### config.mk
export PLATFORM = sky130hd
export DESIGN_NAME = mc_ctrl
export DESIGN_NICKNAME = d
export VERILOG_FILES = /design/src/rtl/mc_ctrl.sv
export SDC_FILE = /design/constraint.sdc
export NUM_CORES = 1
export LEC_CHECK = 0
export ABC_CLOCK_PERIOD_IN_PS = 2200
export BUFFER_PORTS_ARGS = -buffer_cell sky130_fd_sc_hd__buf_2
export CAP_MARGIN = 20
export CORE_UTILIZATION = 45
export CTS_CLUSTER_DIAMETER = 150
export DETAILED_ROUTE_END_ITERATION = 12
export PLACE_DENSITY = 0.83
export SLEW_MARGIN = 20
export SYNTH_ARGS = -nofsm -noshare
export SYNTH_HDL_FRONTEND = slang
export SYNTH_SLANG_ARGS = --single-unit
### constraint.sdc
create_clock -name clk -period 2.2 [get_ports clk]
set_input_delay 0.44 -clock clk [delete_from_list [all_inputs] [get_ports clk]]
set_output_delay 0.44 -clock clk [all_outputs]
set_load 0.1 [all_outputs]
### src/rtl/mc_ctrl.sv
// Multicycle main controller: steps each instruction through IF/ID/EX/MEM/WB/LWB/BR and drives fetch + datapath strobes.
// Latency: 2 cycles for j/jal/illegal, 3 for beq, 4 for ALU ops, 4+ for sw and 5+ for lw (MEM holds until dm_ack).
// Backpressure: the only stall source is dm_ack in MEM; MemRd/MemWr are held every cycle until it is seen.
//
// Ports:
//   clk, rst          rising-edge clock, asynchronous active-high reset (forces every output to 0)
//   instr             instruction word from fetch; opcode/funct are captured at the end of IF
//   zero              ALU zero flag, used only in BR
//   dm_ack            data-memory done, used only in MEM
//   PCWr, Br, J       fetch strobes (PC write, branch-target select, jump-target select)
//   IRWr, RegWr       instruction-register load, register-file write
//   RegDst            0=rt, 1=rd, 2=$31
//   MemToReg          0=ALU, 1=memory, 2=pc_add4
//   MemRd, MemWr      data-memory read/write
//   ALUSrc, ExtOp     ALU B-operand select (1=immediate), immediate extension (1=sign)
//   alu_op            0=add, 1=sub, 2=or, 3=slt, 4=lui
//   illegal           one-cycle pulse in ID for an undecodable instruction
//   instr_cnt         retired-instruction counter (wraps)
//
// Build option: define MC_CTRL_JAL_EN to make op 0x03 (jal) legal; otherwise it decodes as illegal.

module mc_ctrl #(
    parameter int CNT_W   = 32,
    parameter int ALUOP_W = 3
) (
    input  logic               clk,
    input  logic               rst,
    input  logic [31:0]        instr,
    input  logic               zero,
    input  logic               dm_ack,
    output logic               PCWr,
    output logic               Br,
    output logic               J,
    output logic               IRWr,
    output logic               RegWr,
    output logic [1:0]         RegDst,
    output logic [1:0]         MemToReg,
    output logic               MemRd,
    output logic               MemWr,
    output logic               ALUSrc,
    output logic               ExtOp,
    output logic [ALUOP_W-1:0] alu_op,
    output logic               illegal,
    output logic [CNT_W-1:0]   instr_cnt
);

    typedef enum logic [2:0] {
        S_IF  = 3'd0,
        S_ID  = 3'd1,
        S_EX  = 3'd2,
        S_MEM = 3'd3,
        S_WB  = 3'd4,
        S_LWB = 3'd5,
        S_BR  = 3'd6,
        S_BAD = 3'd7
    } state_t;

    localparam logic [5:0] OP_RTYPE = 6'h00;
    localparam logic [5:0] OP_J     = 6'h02;
    localparam logic [5:0] OP_JAL   = 6'h03;
    localparam logic [5:0] OP_BEQ   = 6'h04;
    localparam logic [5:0] OP_ADDIU = 6'h09;
    localparam logic [5:0] OP_ORI   = 6'h0D;
    localparam logic [5:0] OP_LUI   = 6'h0F;
    localparam logic [5:0] OP_LW    = 6'h23;
    localparam logic [5:0] OP_SW    = 6'h2B;

    localparam logic [5:0] FN_ADDU  = 6'h21;
    localparam logic [5:0] FN_SUBU  = 6'h23;
    localparam logic [5:0] FN_SLT   = 6'h2A;

    localparam logic [ALUOP_W-1:0] ALU_ADD = ALUOP_W'(0);
    localparam logic [ALUOP_W-1:0] ALU_SUB = ALUOP_W'(1);
    localparam logic [ALUOP_W-1:0] ALU_OR  = ALUOP_W'(2);
    localparam logic [ALUOP_W-1:0] ALU_SLT = ALUOP_W'(3);
    localparam logic [ALUOP_W-1:0] ALU_LUI = ALUOP_W'(4);

    state_t     state, next_state;
    logic [5:0] op_q, funct_q;
    logic       retire;

    // Only opcode and funct steer control; the rest of the word belongs to the datapath.
    logic       unused_instr_bits;
    assign unused_instr_bits = ^instr[25:6];

    // Decode of the latched fields (fetch's instr has already moved on after IF).
    logic is_rtype, r_legal, is_mem, is_imm, alu_mem_legal;
    always_comb begin
        is_rtype      = (op_q == OP_RTYPE);
        r_legal       = (funct_q == FN_ADDU) || (funct_q == FN_SUBU) || (funct_q == FN_SLT);
        is_mem        = (op_q == OP_LW) || (op_q == OP_SW);
        is_imm        = (op_q == OP_ADDIU) || (op_q == OP_ORI) || (op_q == OP_LUI);
        alu_mem_legal = (is_rtype && r_legal) || is_imm || is_mem;
    end

    always_ff @(posedge clk or posedge rst) begin
        if (rst) begin
            state   <= S_IF;
            op_q    <= 6'h00;
            funct_q <= 6'h00;
        end else begin
            state <= next_state;
            if (state == S_IF) begin
                op_q    <= instr[31:26];
                funct_q <= instr[5:0];
            end
        end
    end

    always_ff @(posedge clk or posedge rst) begin
        if (rst) begin
            instr_cnt <= '0;
        end else if (retire) begin
            instr_cnt <= instr_cnt + CNT_W'(1);
        end
    end

    always_comb begin
        next_state = state;
        retire     = 1'b0;
        PCWr       = 1'b0;
        Br         = 1'b0;
        J          = 1'b0;
        IRWr       = 1'b0;
        RegWr      = 1'b0;
        RegDst     = 2'd0;
        MemToReg   = 2'd0;
        MemRd      = 1'b0;
        MemWr      = 1'b0;
        ALUSrc     = 1'b0;
        ExtOp      = 1'b0;
        alu_op     = ALU_ADD;
        illegal    = 1'b0;

        case (state)
            S_IF: begin
                IRWr       = 1'b1;
                PCWr       = 1'b1;
                next_state = S_ID;
            end

            S_ID: begin
                if (op_q == OP_J) begin
                    PCWr       = 1'b1;
                    J          = 1'b1;
                    retire     = 1'b1;
                    next_state = S_IF;
                end
`ifdef MC_CTRL_JAL_EN
                else if (op_q == OP_JAL) begin
                    // pc_add4 already holds the return address because PC advanced in IF.
                    PCWr       = 1'b1;
                    J          = 1'b1;
                    RegWr      = 1'b1;
                    RegDst     = 2'd2;
                    MemToReg   = 2'd2;
                    retire     = 1'b1;
                    next_state = S_IF;
                end
`endif
                else if (op_q == OP_BEQ) begin
                    next_state = S_BR;
                end else if (alu_mem_legal) begin
                    next_state = S_EX;
                end else begin
                    illegal    = 1'b1;
                    next_state = S_IF;
                end
            end

            S_EX: begin
                ALUSrc = !is_rtype;
                ExtOp  = (op_q != OP_ORI);
                if (is_rtype) begin
                    case (funct_q)
                        FN_SUBU: alu_op = ALU_SUB;
                        FN_SLT:  alu_op = ALU_SLT;
                        default: alu_op = ALU_ADD;
                    endcase
                end else begin
                    case (op_q)
                        OP_ORI:  alu_op = ALU_OR;
                        OP_LUI:  alu_op = ALU_LUI;
                        default: alu_op = ALU_ADD;
                    endcase
                end
                next_state = is_mem ? S_MEM : S_WB;
            end

            S_MEM: begin
                MemRd = (op_q == OP_LW);
                MemWr = (op_q == OP_SW);
                if (dm_ack) begin
                    if (op_q == OP_LW) begin
                        next_state = S_LWB;
                    end else begin
                        retire     = 1'b1;
                        next_state = S_IF;
                    end
                end
            end

            S_WB: begin
                RegWr      = 1'b1;
                RegDst     = is_rtype ? 2'd1 : 2'd0;
                MemToReg   = 2'd0;
                retire     = 1'b1;
                next_state = S_IF;
            end

            S_LWB: begin
                RegWr      = 1'b1;
                RegDst     = 2'd0;
                MemToReg   = 2'd1;
                retire     = 1'b1;
                next_state = S_IF;
            end

            S_BR: begin
                // PC already points past the branch, so fetch's pc+imm is the real target.
                alu_op     = ALU_SUB;
                ALUSrc     = 1'b0;
                PCWr       = zero;
                Br         = zero;
                retire     = 1'b1;
                next_state = S_IF;
            end

            default: begin
                next_state = S_IF;
            end
        endcase

        // Reset gates the outputs combinationally so a write strobe cannot outlive rst rising.
        if (rst) begin
            next_state = S_IF;
            retire     = 1'b0;
            PCWr       = 1'b0;
            Br         = 1'b0;
            J          = 1'b0;
            IRWr       = 1'b0;
            RegWr      = 1'b0;
            RegDst     = 2'd0;
            MemToReg   = 2'd0;
            MemRd      = 1'b0;
            MemWr      = 1'b0;
            ALUSrc     = 1'b0;
            ExtOp      = 1'b0;
            alu_op     = ALU_ADD;
            illegal    = 1'b0;
        end
    end

endmodule
-- Word level (Yosys, flattened, before mapping)
Cells that the tools add are included.
- reduce and logical (&&, ||, !) cells: 13
- multiplexer cells: 46
- add/sub/neg operators: 1
- equal/unequal tests: 18
- operators with widths (cell ; number):
    32-bit by 1-bit adder with 32-bit output, second input constant ; 1
    6-bit == test, second input constant ; 5
    1-bit 2-to-1 mux ; 29
    3-bit 2-to-1 mux ; 8
    6-bit by 4-bit == test with 1-bit output, second input constant ; 3
    3-bit case mux with 2 select lines ; 2
    3-bit case mux with 4 select lines ; 1
    3-bit == test, second input constant ; 3
    1-bit logical OR ; 7
    3-bit by 2-bit == test with 1-bit output, second input constant ; 2
    6-bit by 2-bit == test with 1-bit output, second input constant ; 1
    6-bit by 3-bit == test with 1-bit output, second input constant ; 1
    6-bit logical NOT ; 1
    2-bit 2-to-1 mux ; 3
    6-bit by 4-bit inequality test with 1-bit output, second input constant ; 1
    1-bit case mux with 3 select lines ; 2
    2-bit case mux with 2 select lines ; 1
    3-bit by 1-bit == test with 1-bit output, second input constant ; 1
    3-bit logical NOT ; 1
    3-bit inequality test, second input constant ; 1
    3-bit OR reduction ; 1
    2-bit OR reduction ; 1
    1-bit logical AND ; 1
    1-bit logical NOT ; 1
- output and inout port bits: 49
- bits in registers: 47
- bits of input ports: 36
- logic and storage cells: 82

-- Depth between registers and ports, before layout
- depth in word-level cells: 11
- depth in mapped cells: 7
- gate-level depth less buffers: 6

-- Worst setup path after synthesis
Ideal clock, no wire load.
- path kind: in2out
- start: in rst
- end: out RegDst[0]
- path slack: -3.089 ns
- data required time: 1.760 ns
- path buffers: 0
- stages: 3
- arrival: 4.849 ns
- path through: inv_1 > nand2_1 > nor4b_1
- longest elaborated chain between the ends: 1
- ends and longest elaborated chain (element ; RTL line ; source):
    start, declared ; 27 ; input logic rst,
    2-bit 2-to-1 mux ; 235 ; if (rst) begin
    end, declared ; 36 ; output logic [1:0] RegDst,
Every way passes these cells.

-- Worst setup path after layout
- start: reg op_q[2]
- end: out alu_op[0]
- longest elaborated chain between the ends: 4
- ends and longest elaborated chain (element ; RTL line ; source):
    start, declared ; 79 ; logic [5:0] op_q, funct_q;
    start signal, assigned ; 104 ; op_q <= instr[31:26];
    6-bit logical NOT ; 89 ; is_rtype = (op_q == OP_RTYPE);
    3-bit 2-to-1 mux ; 174 ; if (is_rtype) begin
    3-bit case mux with 2 select lines ; 135 ; case (state)
    3-bit 2-to-1 mux ; 235 ;
    end, declared ; 42 ; output logic [ALUOP_W-1:0] alu_op,
Every way passes these cells.

==> impl_results.html <==
<table>
<tr><th>Metric</th><th>Value</th></tr>
<tr><th colspan="2">Setup path</th></tr>
<tr><td>Data arrival, critical path</td><td>~2.3 ns</td></tr>
<tr><td>Worst path top cell family by delay</td><td>simple AND/OR/NAND/NOR gates</td></tr>
<tr><td>Worst path required time</td><td>1.76 ns</td></tr>
<tr><td>Maximum fanout count along the critical path</td><td>3</td></tr>
<tr><td>Worst setup path category</td><td>register to output pin</td></tr>
<tr><td>Length in cells of the worst reg-to-reg path</td><td>11</td></tr>
<tr><td>Buf/Inv on CP</td><td>1</td></tr>
<tr><td>Cell-by-cell trace of the critical path</td><td>or4_4 -&gt; nor3_4 -&gt; and3_4 -&gt; a31oi_4 -&gt; nor3b_4 -&gt; buf_12</td></tr>
<tr><td>Worst Setup Start Kind</td><td>register</td></tr>
<tr><td>CP peak stage delay</td><td>~0.57 ns</td></tr>
<tr><td>Cell type of the slowest stage on the worst timing path</td><td>or4_4</td></tr>
<tr><td>Crit Reg-Reg Startpoint</td><td>op_q[2]$_DFFE_PP0N_</td></tr>
<tr><td>Endpoint type of the worst setup path</td><td>output pin</td></tr>
<tr><td>Flop-to-flop setup slack</td><td>-0.34 ns</td></tr>
<tr><td>Capture point of the worst reg-to-reg path</td><td>instr_cnt[4]$_DFFE_PP0P_</td></tr>
<tr><th colspan="2">Power and ir drop</th></tr>
<tr><td>Gate power share</td><td>between 30% and 40%</td></tr>
<tr><td>Sequential fraction of design power</td><td>37.5%</td></tr>
<tr><td>Internal power contribution</td><td>around 1.7 mW</td></tr>
<tr><td>Net switching component of the power</td><td>1.040 mW</td></tr>
<tr><td>Power density over cell area</td><td>689.6 mW/mm²</td></tr>
<tr><td>Overall power</td><td>2.771 mW</td></tr>
<tr><td>Peak supply drop</td><td>between 0.0007 and 0.0008 V</td></tr>
<tr><td>Net switching share of the total power</td><td>a little under two fifths</td></tr>
<tr><td>Clk network pwr share</td><td>between 20 and 30%</td></tr>
<tr><td>Static Leak</td><td>roughly 1.8 nW</td></tr>
<tr><th colspan="2">STA</th></tr>
<tr><td>Final-report max-slew violation count</td><td>0</td></tr>
<tr><td>Final total negative setup slack</td><td>-9.460 ns</td></tr>
<tr><td>Clock period minus worst slack</td><td>2.720 ns</td></tr>
<tr><td>Setup repair after global routing missed its margin</td><td>true</td></tr>
<tr><td>Slew Limit Headroom</td><td>58.47%</td></tr>
<tr><td>Worst slew pin tran</td><td>approximately 0.62 ns</td></tr>
<tr><td>Final period utilization</td><td>123.6%</td></tr>
<tr><td>Final worst clock skew</td><td>0.01079 ns</td></tr>
<tr><td>Highest attainable clock frequency</td><td>367.7 MHz</td></tr>
<tr><td>Final worst-path setup slack</td><td>-0.5196 ns</td></tr>
<tr><td>Number of failing hold endpoints at the final stage</td><td>0</td></tr>
<tr><td>Setup Viol. Count Final</td><td>40</td></tr>
<tr><th colspan="2">GRT</th></tr>
<tr><td>Largest net degree at the start of global routing</td><td>33</td></tr>
<tr><td>Via count of the first global-routing pass</td><td>2423</td></tr>
<tr><td>Global-route usage over all layers</td><td>27.27%</td></tr>
<tr><td>Initial antenna violation count</td><td>0</td></tr>
<tr><td>First-pass GRT wire length</td><td>between 10000 and 15000 µm</td></tr>
<tr><td>Global route total overflow</td><td>0</td></tr>
<tr><th colspan="2">Detailed routing</th></tr>
<tr><td>DRT Wirelength</td><td>8176 µm</td></tr>
<tr><td>Vias after detailed routing</td><td>2389</td></tr>
<tr><td>Number of DRC markers after the initial detailed-route iteration</td><td>197</td></tr>
<tr><td>DR DRC count</td><td>0</td></tr>
<tr><td>Detailed-router iteration count before antenna repair</td><td>4</td></tr>
<tr><td>Number of routed nets with antenna violations</td><td>0</td></tr>
<tr><td>Vias per cell</td><td>5.827</td></tr>
<tr><td>Wire per inst</td><td>about 20 µm</td></tr>
<tr><th colspan="2">Synth</th></tr>
<tr><td>Count of distinct cell types in the synthesized netlist</td><td>49</td></tr>
<tr><td>Flip-flop and latch count after synthesis</td><td>47</td></tr>
<tr><td>Count of warnings emitted by yosys</td><td>0</td></tr>
<tr><td>Fraction of registers with async set or reset after synthesis</td><td>100.0%</td></tr>
<tr><td>Post-synthesis cell area</td><td>~0.0025 mm²</td></tr>
<tr><td>Most area-hungry cell type in the Yosys netlist</td><td>dfrtp_1</td></tr>
<tr><td>Share of synthesized area occupied by flip-flops and latches</td><td>between 40% and 50%</td></tr>
<tr><td>Share of the synthesized area in the top cell type</td><td>roughly 48%</td></tr>
<tr><td>Top flip-flop cell by instance count after synthesis</td><td>dfrtp_1</td></tr>
<tr><td>Most area-consuming cells after synthesis</td><td>dfrtp_1 48%, xnor2_1 9.2%, mux2_2 5.5%, nand4_1 3.3%, nand3_2 3.2%</td></tr>
<tr><td>Mapped Cells</td><td>around 230</td></tr>
<tr><td>Mean post-synth cell area</td><td>~11 µm²</td></tr>
<tr><td>Number of enable flip-flop cells after synthesis</td><td>0</td></tr>
<tr><th colspan="2">CTS</th></tr>
<tr><td>Clock network latency to the later pin of the worst-skew pair</td><td>0.31 ns</td></tr>
<tr><td>Number of buffers inserted during clock tree synthesis</td><td>5</td></tr>
<tr><td>Quantity of hold-fixing buffers added after cts</td><td>0</td></tr>
<tr><td>Maximum clock path buffer count</td><td>2</td></tr>
<tr><td>Clock-pin slew on the worst setup and hold paths</td><td>about 0.10 ns</td></tr>
<tr><td>Total number of clock tree sinks</td><td>47</td></tr>
<tr><td>Root buffer selected by CTS</td><td>clkbuf_8</td></tr>
<tr><td>Clock tree from TritonCTS</td><td>yes</td></tr>
<tr><td>H-tree levels</td><td>2</td></tr>
<tr><th colspan="2">Placed design</th></tr>
<tr><td>Total of buffers placed on input and output ports</td><td>62</td></tr>
<tr><td>Final RePlAce weighted congestion</td><td>approximately 0.86</td></tr>
<tr><td>Placement-stage cell area</td><td>roughly 0.0035 mm²</td></tr>
<tr><td>HPWL after detailed placement</td><td>4461 µm</td></tr>
<tr><td>Pre-CTS WS</td><td>-0.1778 ns</td></tr>
<tr><th colspan="2">Final layout</th></tr>
<tr><td>Number of nets in the final layout</td><td>between 300 and 400</td></tr>
<tr><td>Antenna diode instance count</td><td>0</td></tr>
<tr><td>Area taken by flip-flops and latches</td><td>0.001211 mm²</td></tr>
<tr><td>Cell area after layout</td><td>between 0.004 and 0.005 mm²</td></tr>
<tr><td>Fill cell instance count of the final layout</td><td>~290</td></tr>
<tr><td>Area of combinational cells with multiple inputs</td><td>0.001605 mm²</td></tr>
<tr><td>Fraction of layout cells with a size suffix above 1</td><td>between 60% and 70%</td></tr>
<tr><td>Layout-stage area growth over the synthesis result</td><td>62.91%</td></tr>
<tr><th colspan="2">Floorplan</th></tr>
<tr><td>Die Width</td><td>roughly 76 µm</td></tr>
<tr><td>Core Rows</td><td>26</td></tr>
<tr><td>Vert. Die Dim</td><td>about 76 µm</td></tr>
<tr><td>Core area</td><td>~0.0052 mm²</td></tr>
<tr><td>Floorplan die area</td><td>a little under 0.006 mm²</td></tr>
<tr><td>Count of boundary I/O pins</td><td>85</td></tr>
<tr><td>Initial standard-cell utilization of the core</td><td>between 40% and 50%</td></tr>
<tr><th colspan="2">Job</th></tr>
<tr><td>Number of maximum-capacitance violations</td><td>0</td></tr>
<tr><th colspan="2">Status</th></tr>
<tr><td>Run status</td><td>finished, violations left</td></tr>
<tr><td>Violated checks</td><td>negative setup slack</td></tr>
<tr><th colspan="2">Worst hold path</th></tr>
<tr><td>Worst Hold Class</td><td>input pin to register</td></tr>
<tr><td>Number of instances on the worst hold path</td><td>2</td></tr>
<tr><td>Endpoint of the worst hold-timing path</td><td>op_q[1]$_DFFE_PP0N_</td></tr>
<tr><td>Startpoint of the most critical hold path</td><td>instr[27]</td></tr>
</table>
## power by group through the flow
stage	sequential (mW)	clock [mW]	combinational, mW
floorplan	1.26	0	0.347
global placement	1.03	0	0.766
detailed placement	1.04	0	0.784
CTS	1.03	0.785	0.830
global route	1.05	0.823	0.972
finish	1.04	0.791	0.941
## cells in the mapped netlist, drive strengths merged, types with 2 or more instances
| master | number |
|---|---|
| a21oi | 3 |
| a31oi | 3 |
| and2 | 3 |
| and3 | 8 |
| and4 | 2 |
| buf | 5 |
| clkbuf | 5 |
| dfrtp | 47 |
| inv | 3 |
| mux2 | 13 |
| nand2 | 16 |
| nand2b | 2 |
| nand3 | 16 |
| nand3b | 2 |
| nand4 | 13 |
| nor2 | 14 |
| nor2b | 3 |
| nor3 | 12 |
| nor3b | 2 |
| nor4 | 3 |
| nor4b | 2 |
| o22ai | 2 |
| o31ai | 2 |
| or2 | 3 |
| or4 | 2 |
| xnor2 | 26 |
| xor2 | 5 |
## how the worst max path moves through the flow
stage	cells after the start	to	slack [ns]	start
2_1_floorplan	5	alu_op[0]	-0.55	op_q[2]$_DFFE_PP0N_
3_3_place_gp	6	instr_cnt[29]$_DFFE_PP0P_	-0.14	op_q[2]$_DFFE_PP0N_
3_5_place_dp	6	instr_cnt[29]$_DFFE_PP0P_	-0.18	op_q[2]$_DFFE_PP0N_
4_1_cts	6	alu_op[0]	-0.42	op_q[2]$_DFFE_PP0N_
5_1_grt	6	alu_op[0]	-0.54	op_q[2]$_DFFE_PP0N_
6_report	6	alu_op[0]	-0.52	op_q[2]$_DFFE_PP0N_
## layout by cell type (no fill, tap or decap), drive strengths merged, types with 2 or more instances in the layout
master / synthesis / layout
inv: 3 / 3
nand3b: 2 / 2
nor3b: 2 / 2
and3: 8 / 8
clkbuf: 5 / 5
nor3: 12 / 12
a31oi: 3 / 3
buf: 5 / 110
o22ai: 2 / 2
xor2: 5 / 5
nand4: 13 / 13
nor4b: 2 / 2
and4: 2 / 2
nor2b: 3 / 3
xnor2: 26 / 26
or2: 3 / 3
or4: 2 / 2
dfrtp: 47 / 47
conb: 1 / 2
o31ai: 2 / 2
a21oi: 3 / 3
nand3: 16 / 16
and2: 3 / 3
nand2b: 2 / 2
nor4: 3 / 3
nand2: 16 / 16
bufinv: 0 / 2
mux2: 13 / 13
nor2: 14 / 14
## registers in the layout, summed over array words and instances, names as in the netlist
| register | flops |
|---|---|
| instr_cnt | 32 |
| state | 3 |
| op_q | 6 |
| funct_q | 6 |
## area by class of cell
class,instances,area share [%]
multi-input cells,172,39.96
flip-flops and latches,47,30.15
clock inverters,3,1.775
inverters,3,0.3737
clock buffers,5,1.713
repair buffers,110,23.86
well taps,70,2.180
## metal layers
layer | vias to the layer above | global-route usage (%) | share of wire [%]
met5 | - | 0 | 0
met3 | 27 | 5.150 | 7.3
met1 | 1189 | 35.33 | 39
met4 | 0 | 11.15 | 3.5
li1 | 1039 | - | -
met2 | 134 | 45.09 | 50
## repair_timing
item                       CTS  global route
resized for setup           26            25
setup endpoints to repair   38            45
pin swaps                   10            15
setup buffers               10            10
## logic make-up after synthesis
kind of cell             Yosys count  share of synthesized area (%)
AO/OA/AOI/OAI                     17                          5.277
AND/OR/NAND/NOR                  107                          25.93
adder cells (fa/ha/maj)            1                         0.5073
flip-flops                        47                          47.69
buffers and inverters             13                          3.094
XOR/XNOR                          31                          11.01
other                              1                         0.1521
multiplexers                      14                          6.342
## stage by stage
step	util, %	hold slack, ns	cells
global placement	67.07	0.4650	385
floorplan	-	0.4814	232
finish	77.19	0.3650	410
CTS	73.53	0.3591	403
detailed placement	67.07	0.4583	385
global route	77.19	0.3707	410
No activity file was read; power rests on OpenSTA's default activity.
